<file path="src/rtl/seg_instruction_decode_if.sv">
// IF/ID-to-ID/EX bus of the decode stage: IF/ID inputs, WB write port,
// EX hazard info, and the combinational redirect/stall plus registered ID/EX outputs.
interface seg_instruction_decode_if #(
  parameter int LEN         = 32,
  parameter int NB_REG_ADDR = 5
);
  logic [LEN-1:0]         i_instruction;
  logic [LEN-1:0]         i_PC;
  logic                   i_flush;
  logic                   i_reg_write_wb;
  logic [NB_REG_ADDR-1:0] i_write_reg_wb;
  logic [LEN-1:0]         i_write_data_wb;
  logic                   i_mem_read_ex;
  logic [NB_REG_ADDR-1:0] i_rt_ex;

  logic                   o_stall_flag;
  logic                   o_jump;
  logic [LEN-1:0]         o_PC_dir_jump;
  logic [LEN-1:0]         o_PC;
  logic [LEN-1:0]         o_PC_branch;
  logic [LEN-1:0]         o_read_data_1;
  logic [LEN-1:0]         o_read_data_2;
  logic [LEN-1:0]         o_sign_ext;
  logic [NB_REG_ADDR-1:0] o_rs;
  logic [NB_REG_ADDR-1:0] o_rt;
  logic [NB_REG_ADDR-1:0] o_rd;
  logic [4:0]             o_shamt;
  logic [5:0]             o_funct;
  logic                   o_reg_dst;
  logic                   o_alu_src;
  logic                   o_branch;
  logic                   o_mem_read;
  logic                   o_mem_write;
  logic                   o_mem_to_reg;
  logic                   o_reg_write;
  logic [1:0]             o_alu_op;

  modport slave (
    input  i_instruction, i_PC, i_flush, i_reg_write_wb, i_write_reg_wb,
           i_write_data_wb, i_mem_read_ex, i_rt_ex,
    output o_stall_flag, o_jump, o_PC_dir_jump, o_PC, o_PC_branch,
           o_read_data_1, o_read_data_2, o_sign_ext, o_rs, o_rt, o_rd,
           o_shamt, o_funct, o_reg_dst, o_alu_src, o_branch, o_mem_read,
           o_mem_write, o_mem_to_reg, o_reg_write, o_alu_op
  );

  modport master (
    output i_instruction, i_PC, i_flush, i_reg_write_wb, i_write_reg_wb,
           i_write_data_wb, i_mem_read_ex, i_rt_ex,
    input  o_stall_flag, o_jump, o_PC_dir_jump, o_PC, o_PC_branch,
           o_read_data_1, o_read_data_2, o_sign_ext, o_rs, o_rt, o_rd,
           o_shamt, o_funct, o_reg_dst, o_alu_src, o_branch, o_mem_read,
           o_mem_write, o_mem_to_reg, o_reg_write, o_alu_op
  );
endinterface

</file>
<file path="src/rtl/seg_instruction_decode.sv">
// MIPS ID stage: register file with write-through, reduced-ISA control decode,
// load-use stall detection, in-stage J resolution and the ID/EX pipeline register.
module seg_instruction_decode #(
  parameter int LEN         = 32,
  parameter int NB_REG_ADDR = 5,
  parameter int N_REGS      = 32
) (
  input  logic                      i_clk,
  input  logic                      i_rst,
  seg_instruction_decode_if.slave   bus
);
  localparam logic [5:0] OP_R    = 6'b000000;
  localparam logic [5:0] OP_LW   = 6'b100011;
  localparam logic [5:0] OP_SW   = 6'b101011;
  localparam logic [5:0] OP_BEQ  = 6'b000100;
  localparam logic [5:0] OP_ADDI = 6'b001000;
  localparam logic [5:0] OP_J    = 6'b000010;

  typedef struct packed {
    logic       reg_dst;
    logic       alu_src;
    logic       branch;
    logic       mem_read;
    logic       mem_write;
    logic       mem_to_reg;
    logic       reg_write;
    logic [1:0] alu_op;
  } ctl_t;

  logic [LEN-1:0]         regs [N_REGS];
  logic [5:0]             opcode;
  logic [NB_REG_ADDR-1:0] rs, rt, rd;
  logic [LEN-1:0]         sext, rd1, rd2;
  ctl_t                   dec;
  logic                   uses_rs, uses_rt, is_j, stall;

  assign opcode = bus.i_instruction[31:26];
  assign rs     = bus.i_instruction[25:21];
  assign rt     = bus.i_instruction[20:16];
  assign rd     = bus.i_instruction[15:11];
  assign sext   = {{(LEN-16){bus.i_instruction[15]}}, bus.i_instruction[15:0]};

  // Register file; $0 is never written so it always reads back 0.
  always_ff @(posedge i_clk or negedge i_rst) begin
    if (!i_rst) begin
      for (int i = 0; i < N_REGS; i++) regs[i] <= '0;
    end else if (bus.i_reg_write_wb && bus.i_write_reg_wb != '0) begin
      regs[bus.i_write_reg_wb] <= bus.i_write_data_wb;
    end
  end

  // Write-through lets WB and ID share a cycle without a bypass in EX.
  always_comb begin
    rd1 = regs[rs];
    rd2 = regs[rt];
    if (bus.i_reg_write_wb && bus.i_write_reg_wb == rs) rd1 = bus.i_write_data_wb;
    if (bus.i_reg_write_wb && bus.i_write_reg_wb == rt) rd2 = bus.i_write_data_wb;
    if (rs == '0) rd1 = '0;
    if (rt == '0) rd2 = '0;
  end

  always_comb begin
    dec     = '0;
    uses_rs = 1'b0;
    uses_rt = 1'b0;
    is_j    = 1'b0;
    unique case (opcode)
      OP_R: begin
        dec.reg_dst = 1'b1; dec.reg_write = 1'b1; dec.alu_op = 2'b10;
        uses_rs = 1'b1; uses_rt = 1'b1;
      end
      OP_LW: begin
        dec.alu_src = 1'b1; dec.mem_read = 1'b1; dec.mem_to_reg = 1'b1;
        dec.reg_write = 1'b1;
        uses_rs = 1'b1;
      end
      OP_SW: begin
        dec.alu_src = 1'b1; dec.mem_write = 1'b1;
        uses_rs = 1'b1; uses_rt = 1'b1;
      end
      OP_BEQ: begin
        dec.branch = 1'b1; dec.alu_op = 2'b01;
        uses_rs = 1'b1; uses_rt = 1'b1;
      end
      OP_ADDI: begin
        dec.alu_src = 1'b1; dec.reg_write = 1'b1;
        uses_rs = 1'b1;
      end
      OP_J: is_j = 1'b1;
      default: ;
    endcase
  end

  // A wrong-path instruction must neither stall fetch nor redirect it.
  assign stall = bus.i_mem_read_ex && (bus.i_rt_ex != '0)
               && ((uses_rs && bus.i_rt_ex == rs) || (uses_rt && bus.i_rt_ex == rt))
               && !bus.i_flush;

  assign bus.o_stall_flag  = stall;
  assign bus.o_jump        = is_j && !bus.i_flush;
  assign bus.o_PC_dir_jump = {bus.i_PC[LEN-1 -: 6], bus.i_instruction[LEN-7:0]};

  always_ff @(posedge i_clk or negedge i_rst) begin
    if (!i_rst) begin
      bus.o_PC          <= '0;
      bus.o_PC_branch   <= '0;
      bus.o_read_data_1 <= '0;
      bus.o_read_data_2 <= '0;
      bus.o_sign_ext    <= '0;
      bus.o_rs          <= '0;
      bus.o_rt          <= '0;
      bus.o_rd          <= '0;
      bus.o_shamt       <= '0;
      bus.o_funct       <= '0;
      bus.o_reg_dst     <= 1'b0;
      bus.o_alu_src     <= 1'b0;
      bus.o_branch      <= 1'b0;
      bus.o_mem_read    <= 1'b0;
      bus.o_mem_write   <= 1'b0;
      bus.o_mem_to_reg  <= 1'b0;
      bus.o_reg_write   <= 1'b0;
      bus.o_alu_op      <= 2'b00;
    end else begin
      bus.o_PC          <= bus.i_PC;
      bus.o_PC_branch   <= bus.i_PC + sext;
      bus.o_read_data_1 <= rd1;
      bus.o_read_data_2 <= rd2;
      bus.o_sign_ext    <= sext;
      bus.o_rs          <= rs;
      bus.o_rt          <= rt;
      bus.o_rd          <= rd;
      bus.o_shamt       <= bus.i_instruction[10:6];
      bus.o_funct       <= bus.i_instruction[5:0];
      // Flush and stall both inject a bubble; only the control is squashed.
      if (bus.i_flush || stall) begin
        bus.o_reg_dst    <= 1'b0;
        bus.o_alu_src    <= 1'b0;
        bus.o_branch     <= 1'b0;
        bus.o_mem_read   <= 1'b0;
        bus.o_mem_write  <= 1'b0;
        bus.o_mem_to_reg <= 1'b0;
        bus.o_reg_write  <= 1'b0;
        bus.o_alu_op     <= 2'b00;
      end else begin
        bus.o_reg_dst    <= dec.reg_dst;
        bus.o_alu_src    <= dec.alu_src;
        bus.o_branch     <= dec.branch;
        bus.o_mem_read   <= dec.mem_read;
        bus.o_mem_write  <= dec.mem_write;
        bus.o_mem_to_reg <= dec.mem_to_reg;
        bus.o_reg_write  <= dec.reg_write;
        bus.o_alu_op     <= dec.alu_op;
      end
    end
  end
endmodule

</file>
<file path="src/flat_wrapper.sv">
// flat-port wrapper written by rule: the top's interface ports become plain ports
module seg_instruction_decode_flat 
#(
  parameter int LEN         = 32,
  parameter int NB_REG_ADDR = 5,
  parameter int N_REGS      = 32
)
  (i_clk, i_rst, bus_i_instruction, bus_i_PC, bus_i_flush, bus_i_reg_write_wb, bus_i_write_reg_wb, bus_i_write_data_wb, bus_i_mem_read_ex, bus_i_rt_ex, bus_o_stall_flag, bus_o_jump, bus_o_PC_dir_jump, bus_o_PC, bus_o_PC_branch, bus_o_read_data_1, bus_o_read_data_2, bus_o_sign_ext, bus_o_rs, bus_o_rt, bus_o_rd, bus_o_shamt, bus_o_funct, bus_o_reg_dst, bus_o_alu_src, bus_o_branch, bus_o_mem_read, bus_o_mem_write, bus_o_mem_to_reg, bus_o_reg_write, bus_o_alu_op);
  seg_instruction_decode_if #(.LEN(LEN), .NB_REG_ADDR(NB_REG_ADDR)) bus_i ();
  input  logic i_clk;
  input  logic i_rst;
  input wire logic [$bits(bus_i.i_instruction)-1:0] bus_i_instruction;
  input wire logic [$bits(bus_i.i_PC)-1:0] bus_i_PC;
  input wire logic [$bits(bus_i.i_flush)-1:0] bus_i_flush;
  input wire logic [$bits(bus_i.i_reg_write_wb)-1:0] bus_i_reg_write_wb;
  input wire logic [$bits(bus_i.i_write_reg_wb)-1:0] bus_i_write_reg_wb;
  input wire logic [$bits(bus_i.i_write_data_wb)-1:0] bus_i_write_data_wb;
  input wire logic [$bits(bus_i.i_mem_read_ex)-1:0] bus_i_mem_read_ex;
  input wire logic [$bits(bus_i.i_rt_ex)-1:0] bus_i_rt_ex;
  output wire logic [$bits(bus_i.o_stall_flag)-1:0] bus_o_stall_flag;
  output wire logic [$bits(bus_i.o_jump)-1:0] bus_o_jump;
  output wire logic [$bits(bus_i.o_PC_dir_jump)-1:0] bus_o_PC_dir_jump;
  output wire logic [$bits(bus_i.o_PC)-1:0] bus_o_PC;
  output wire logic [$bits(bus_i.o_PC_branch)-1:0] bus_o_PC_branch;
  output wire logic [$bits(bus_i.o_read_data_1)-1:0] bus_o_read_data_1;
  output wire logic [$bits(bus_i.o_read_data_2)-1:0] bus_o_read_data_2;
  output wire logic [$bits(bus_i.o_sign_ext)-1:0] bus_o_sign_ext;
  output wire logic [$bits(bus_i.o_rs)-1:0] bus_o_rs;
  output wire logic [$bits(bus_i.o_rt)-1:0] bus_o_rt;
  output wire logic [$bits(bus_i.o_rd)-1:0] bus_o_rd;
  output wire logic [$bits(bus_i.o_shamt)-1:0] bus_o_shamt;
  output wire logic [$bits(bus_i.o_funct)-1:0] bus_o_funct;
  output wire logic [$bits(bus_i.o_reg_dst)-1:0] bus_o_reg_dst;
  output wire logic [$bits(bus_i.o_alu_src)-1:0] bus_o_alu_src;
  output wire logic [$bits(bus_i.o_branch)-1:0] bus_o_branch;
  output wire logic [$bits(bus_i.o_mem_read)-1:0] bus_o_mem_read;
  output wire logic [$bits(bus_i.o_mem_write)-1:0] bus_o_mem_write;
  output wire logic [$bits(bus_i.o_mem_to_reg)-1:0] bus_o_mem_to_reg;
  output wire logic [$bits(bus_i.o_reg_write)-1:0] bus_o_reg_write;
  output wire logic [$bits(bus_i.o_alu_op)-1:0] bus_o_alu_op;
  assign bus_i.i_instruction = bus_i_instruction;
  assign bus_i.i_PC = bus_i_PC;
  assign bus_i.i_flush = bus_i_flush;
  assign bus_i.i_reg_write_wb = bus_i_reg_write_wb;
  assign bus_i.i_write_reg_wb = bus_i_write_reg_wb;
  assign bus_i.i_write_data_wb = bus_i_write_data_wb;
  assign bus_i.i_mem_read_ex = bus_i_mem_read_ex;
  assign bus_i.i_rt_ex = bus_i_rt_ex;
  assign bus_o_stall_flag = bus_i.o_stall_flag;
  assign bus_o_jump = bus_i.o_jump;
  assign bus_o_PC_dir_jump = bus_i.o_PC_dir_jump;
  assign bus_o_PC = bus_i.o_PC;
  assign bus_o_PC_branch = bus_i.o_PC_branch;
  assign bus_o_read_data_1 = bus_i.o_read_data_1;
  assign bus_o_read_data_2 = bus_i.o_read_data_2;
  assign bus_o_sign_ext = bus_i.o_sign_ext;
  assign bus_o_rs = bus_i.o_rs;
  assign bus_o_rt = bus_i.o_rt;
  assign bus_o_rd = bus_i.o_rd;
  assign bus_o_shamt = bus_i.o_shamt;
  assign bus_o_funct = bus_i.o_funct;
  assign bus_o_reg_dst = bus_i.o_reg_dst;
  assign bus_o_alu_src = bus_i.o_alu_src;
  assign bus_o_branch = bus_i.o_branch;
  assign bus_o_mem_read = bus_i.o_mem_read;
  assign bus_o_mem_write = bus_i.o_mem_write;
  assign bus_o_mem_to_reg = bus_i.o_mem_to_reg;
  assign bus_o_reg_write = bus_i.o_reg_write;
  assign bus_o_alu_op = bus_i.o_alu_op;
  seg_instruction_decode #(.LEN(LEN), .NB_REG_ADDR(NB_REG_ADDR), .N_REGS(N_REGS)) u_core (.i_clk(i_clk), .i_rst(i_rst), .bus(bus_i));
endmodule
</file>
<file path="config.mk">
export PLATFORM = sky130hd
export DESIGN_NAME = seg_instruction_decode_flat
export DESIGN_NICKNAME = d
export VERILOG_FILES = /design/src/rtl/seg_instruction_decode_if.sv /design/src/rtl/seg_instruction_decode.sv /design/src/flat_wrapper.sv
export SDC_FILE = /design/constraint.sdc
export NUM_CORES = 2
export LEC_CHECK = 0
export ABC_CLOCK_PERIOD_IN_PS = 2300
export CAP_MARGIN = 40
export CORE_MARGIN = 1.5
export CORE_UTILIZATION = 45
export CTS_CLUSTER_SIZE = 10
export DETAILED_ROUTE_END_ITERATION = 7
export GPL_ROUTABILITY_DRIVEN = 0
export GPL_TIMING_DRIVEN = 0
export PLACE_DENSITY = 0.73
export SLEW_MARGIN = 20
export SYNTH_ARGS = -nofsm -noshare
export SYNTH_HDL_FRONTEND = slang
export SYNTH_SLANG_ARGS = --single-unit
</file>
<file path="constraint.sdc">
create_clock -name i_clk -period 2.3 [get_ports i_clk]
set_clock_uncertainty 0.05 [all_clocks]
set_input_delay 0.46 -clock i_clk [delete_from_list [all_inputs] [get_ports i_clk]]
set_output_delay 0.46 -clock i_clk [all_outputs]
set_load 0.03 [all_outputs]
</file>
# After elaboration in Yosys (flattened, before gate mapping)
# Cells that the tools add are included.
# word_totals
output_inout_bits	229
regBits	1202
# classes
add_sub_neg	1
n_reduce_logical	22
n_eq_ne	9
magnitude_cmp	4
bitwise_logic	3
muxes	30
# op_table
cell	count
1024-bit bitwise mux	1
32-bit binary-select mux with 5-bit select	2
32-bit 2-to-1 mux	9
32-bit demux with 5-bit select	1
32-bit adder	1
5-bit == test	4
6-bit >= comparator, second input constant	3
5-bit NOT with 6-bit output	3
1-bit 2-to-1 mux	15
6-bit == test, second input constant	2
1-bit logical AND	10
5-bit zero test	2
5-bit nonzero test	2
3-bit OR reduction	3
6-bit by 2-bit == test with 1-bit output, second input constant	1
6-bit by 3-bit == test with 1-bit output, second input constant	1
6-bit by 4-bit == test with 1-bit output, second input constant	1
6-bit zero test	1
6-bit by 1-bit < comparator with 1-bit output, second input constant	1
5-bit OR reduction	1
2-bit case mux with 2 select lines	1
1-bit logical OR	2
2-bit 2-to-1 mux	1
1-bit zero test	1

# Logic depth before layout (Yosys ltp)
# logic_depth
word_depth	9
mapped_depth	11

# Least setup slack after synthesis
# No wires, ideal clock.
# synth_timing
path_kind	input to output
startpoint	input bus_i_instruction[21]
endpoint	output bus_o_stall_flag
path_slack_ns	-0.696
arrival_ns	2.486
required_time_ns	1.790
n_path_buf	5
stages	10
path_cell_list	buf_4 buf_6 buf_8 buf_8 buf_8 xor2_1 nor4b_1 o22ai_1 o21a_1 nor3_1
# synth_between
elab_chain_len	5
# synth_lines
item	line	rtl
from (decl)	flat_wrapper.sv:12	input wire logic [$bits(bus_i.i_instruction)-1:0] bus_i_instruction;
5-bit == test	seg_instruction_decode.sv:96	&& ((uses_rs && bus.i_rt_ex == rs) || (uses_rt && bus.i_rt_ex == rt))
1-bit logical AND	seg_instruction_decode.sv:96	
1-bit logical OR	seg_instruction_decode.sv:96	
1-bit logical AND	seg_instruction_decode.sv:96	
1-bit logical AND	seg_instruction_decode.sv:97	&& !bus.i_flush;
to (decl)	flat_wrapper.sv:20	output wire logic [$bits(bus_i.o_stall_flag)-1:0] bus_o_stall_flag;
# Every way passes these cells.

# Worst setup path in the final report
# layout_timing
startpoint	input bus_i_instruction[19]
endpoint	output bus_o_stall_flag
# Same word-level chain as after synthesis.

==> flow_metrics.env <==
export IMPL_min_period_ns=2.65
export IMPL_synth_flop_cell="dfrtp_1"
export IMPL_cp_end_kind="output pin"
export IMPL_cts_buffers=141
export IMPL_start_util_pct=45.4
export IMPL_path_class="input pin to output pin"
export IMPL_ys_warn_count=0
export IMPL_clk_insertion_delay_late_ns=0.83
export IMPL_start_kind="input pin"
export IMPL_hold_viol_final=143
export IMPL_grt_pass1_vias=46583
export IMPL_wire_per_inst_um=39.9
export IMPL_fmax_mhz=377
export IMPL_dp_cells=6387
export IMPL_vias=47210
export IMPL_synth_cells=4173
export IMPL_stdcell_area_um2=75600
export IMPL_syn_nets=4316
export IMPL_critPathMaxFanout=10
export IMPL_postRouteAntennaNets=0
export IMPL_num_rows=135
export IMPL_instances_no_fill=6650
export IMPL_syn2layout_area_growth_pct=22.4
export IMPL_die_w_um=373
export IMPL_final_setup_worst_slack_ns=-0.352
export IMPL_cts_tree="done"
export IMPL_power_frac_clock_pct=32.6
export IMPL_worst_slew_pin_slew_ns=0.979
export IMPL_drive_above_1_share_pct=47.4
export IMPL_critPathArrivalTime_ns=2.14
export IMPL_wirelength_mm=265
export IMPL_status="finished, violations left"
export IMPL_clk_path_buf_depth=3
export IMPL_core_area_um2=136000
export IMPL_synth_area_top_cells="dfrtp_1 (48%), mux2_2 (19%), mux4_2 (18%), mux2i_1 (2.5%), clkbuf_1 (1.6%)"
export IMPL_root_buffer="clkbuf_16"
export IMPL_power_switching_mw=19.3
export IMPL_drt_pass1_iter_count=8
export IMPL_leakage_nw=33.1
export IMPL_slew_headroom_pct=34.7
export IMPL_synth_cell_types=68
export IMPL_report_final_slew_viol_count=0
export IMPL_die_area_um2=139000
export IMPL_seqPwrFrac_pct=43.2
export IMPL_initialDrtViolationCount=7631
export IMPL_hold_class="input pin to asynchronous set/reset pin"
export IMPL_port_buffers=334
export IMPL_power_mw=63.6
export IMPL_netlist_area_um2=61700
export IMPL_htreeDepth=4
export IMPL_cts_sink_count=1185
export IMPL_post_route_period_util_pct=115
export IMPL_fin_hold_ws_ns=-0.360
export IMPL_grt_pass1_wl_mm=364
export IMPL_setup_violations=27
export IMPL_grtUsageTotal_pct=37.8
export IMPL_hpwlAfterDp_mm=178
export IMPL_internal_power_mw=44.3
export IMPL_place_area_um2=69100
export IMPL_final_util_pct=55.6
export IMPL_crit_required_ns=1.79
export IMPL_syn_area_per_cell_um2=14.8
export IMPL_violations="design-rule violations, negative hold slack, negative setup slack"
export IMPL_p_comb_share_pct=24.2
export IMPL_path_clk_slew_ns=0.06
export IMPL_grt_max_degree=144
export IMPL_top_level_ports=340
export IMPL_antenna_found_initial=30
export IMPL_yosysTopAreaCellShare_pct=48.0
export IMPL_synth_edff_count=0
export IMPL_layout_nets=4948
export IMPL_rsz0062_at_grt="true"
export IMPL_fill_cells=10620
export IMPL_seq_area_frac_synth_pct=48.0
export IMPL_die_h_um=373
export IMPL_ys_ff_latch=1185
export IMPL_synth_largest_area_cell="dfrtp_1"
export IMPL_gr_total_overflow=0
export IMPL_fin_setup_tns_ns=-2.08
export IMPL_drc=14
export IMPL_viasPerCell=7.10
export IMPL_vdd_ir_drop_worst_mv=0.753
export IMPL_p_per_area_nw_per_um2=842
export IMPL_drv_cap=0
export IMPL_p_sw_share_pct=30.4
export IMPL_async_reset_ff_share_pct=100
-- registers in the layout, indices dropped and copies added, names as in the netlist --
| signal | cells |
|---|---|
| u_core.bus.o_PC | 32 |
| u_core.bus.o_PC_branch | 32 |
| u_core.bus.o_alu_op | 2 |
| u_core.bus.o_alu_src | 1 |
| u_core.bus.o_mem_read | 1 |
| u_core.bus.o_mem_write | 1 |
| u_core.bus.o_rd | 1 |
| u_core.bus.o_read_data_1 | 32 |
| u_core.bus.o_read_data_2 | 32 |
| u_core.bus.o_reg_dst | 1 |
| u_core.bus.o_reg_write | 1 |
| u_core.bus.o_rs | 5 |
| u_core.bus.o_rt | 5 |
| u_core.bus.o_sign_ext | 15 |
| u_core.regs | 1024 |
-- critical path: stages --
cell	delay, ns
clkdlybuf4s15_2	0.46
clkbuf_8	0.41
xor2_1	0.12
nor3_2	0.18
o21ai_2	0.12
nor3_4	0.21
buf_6	0.16
-- synth_stat cells, drive strengths merged (36+ instances only) --
library cell,instances
mux4,502
mux2i,152
nand2,101
a211oi,36
dfrtp,1185
mux2,1034
nor2b,37
o21ai,75
a21oi,88
nor2,70
buf,241
clkbuf,258
-- cell families (layout without fill, tap and decap cells) --
| kind of cell | after synthesis | after routing | share of synthesized area [%] |
|---|---|---|---|
| buffers and inverters | 513 | 1194 | 4.05 |
| multiplexers | 1688 | 1688 | 39.7 |
| adder cells (fa/ha/maj) | 32 | 32 | 0.661 |
| other | 0 | 15 | 0 |
| flip-flops | 1185 | 1185 | 48.0 |
| AO/OA/AOI/OAI | 399 | 399 | 4.51 |
| XOR/XNOR | 47 | 47 | 0.667 |
| AND/OR/NAND/NOR | 309 | 309 | 2.41 |
-- final timing paths --
kind | to | slack [ns] | cells after the start | start
worst max-delay path | bus_o_stall_flag | -0.35 | 7 | bus_i_instruction[19]
worst min-delay path | u_core.regs[1015] | -0.36 | 2 | i_rst
worst max register to register | u_core.bus.o_read_data_1[31] | 0.15 | 4 | u_core.regs[799]
worst min register to register | u_core.regs[1006] | 0.43 | 1 | u_core.regs[1006]
max in group asynchronous | u_core.regs[679] | 0.53 | 6 | i_rst
min in group i_clk | u_core.bus.o_alu_op[0] | -0.08 | 2 | bus_i_flush
-- routing by layer --
metal | track usage [%] | routed length [µm] | up-vias
met5 | 2.85 | 780 | -
met1 | 42.7 | 85600 | 24066
li1 | - | - | 17178
met3 | 21.1 | 44400 | 1440
met2 | 52.0 | 108000 | 4484
met4 | 30.0 | 26900 | 42
-- final cells by class --
class	instances	area (µm²)	area share, %
multi-input cells	2475	30200	40.0
flip-flops and latches	1185	29700	39.2
repair buffers	504	5420	7.17
plain buffers	484	3930	5.20
clock buffers	176	3810	5.05
well taps	1781	2230	2.95
clock inverters	16	184	0.243
inverters	14	57.6	0.0762
diodes	15	37.5	0.0497
-- metrics by stage --
stage / worst slack [ns] / hold WS (ns)
after floorplan: -0.318 / 0.114
after global placement: -53.10 / 0.402
after detailed placement: -2.64 / 0.418
after CTS: -0.668 / -0.273
after global routing: -0.429 / -0.313
final: -0.352 / -0.360
-- cells in the final DEF (no fill, tap or decap), types with 25 or more instances in the layout --
cell type and n:
dfrtp_1 1184, mux2_2 1034, mux4_2 502, dlygate4sd2_1 182
clkbuf_1 181, clkbuf_16 155, mux2i_1 152, buf_4 136
nand2_1 96, clkdlybuf4s50_1 94, buf_6 84, a21oi_1 74
o21ai_0 68, nor2_1 52, buf_8 52, buf_12 42
clkbuf_2 40, nor2b_1 36, a221o_1 34, a211oi_1 32
buf_1 32, buf_2 30, clkbuf_8 29, o221ai_1 29
xnor2_1 28, dlymetal6s2s_1 26, buf_16 25
-- power by group through the flow --
stage               clock network (mW)  logic [mW]  registers, mW
finish                            20.7        15.4           27.4
global route                      21.5        15.9           27.8
CTS                               20.7        14.9           27.2
detailed placement                   0        14.6           27.6
global placement                     0        13.9           27.5
floorplan                            0        9.03           27.5
-- repair_timing --
item,CTS,global route
buffers inserted,28,23
endpoints found under the setup margin,813,518
pin swaps,18,14
resized for setup,708,116
hold buffers,9,5
endpoints found under the hold margin,148,144
gates cloned,4,2
Note: power is estimated with default switching activity, not from simulation.
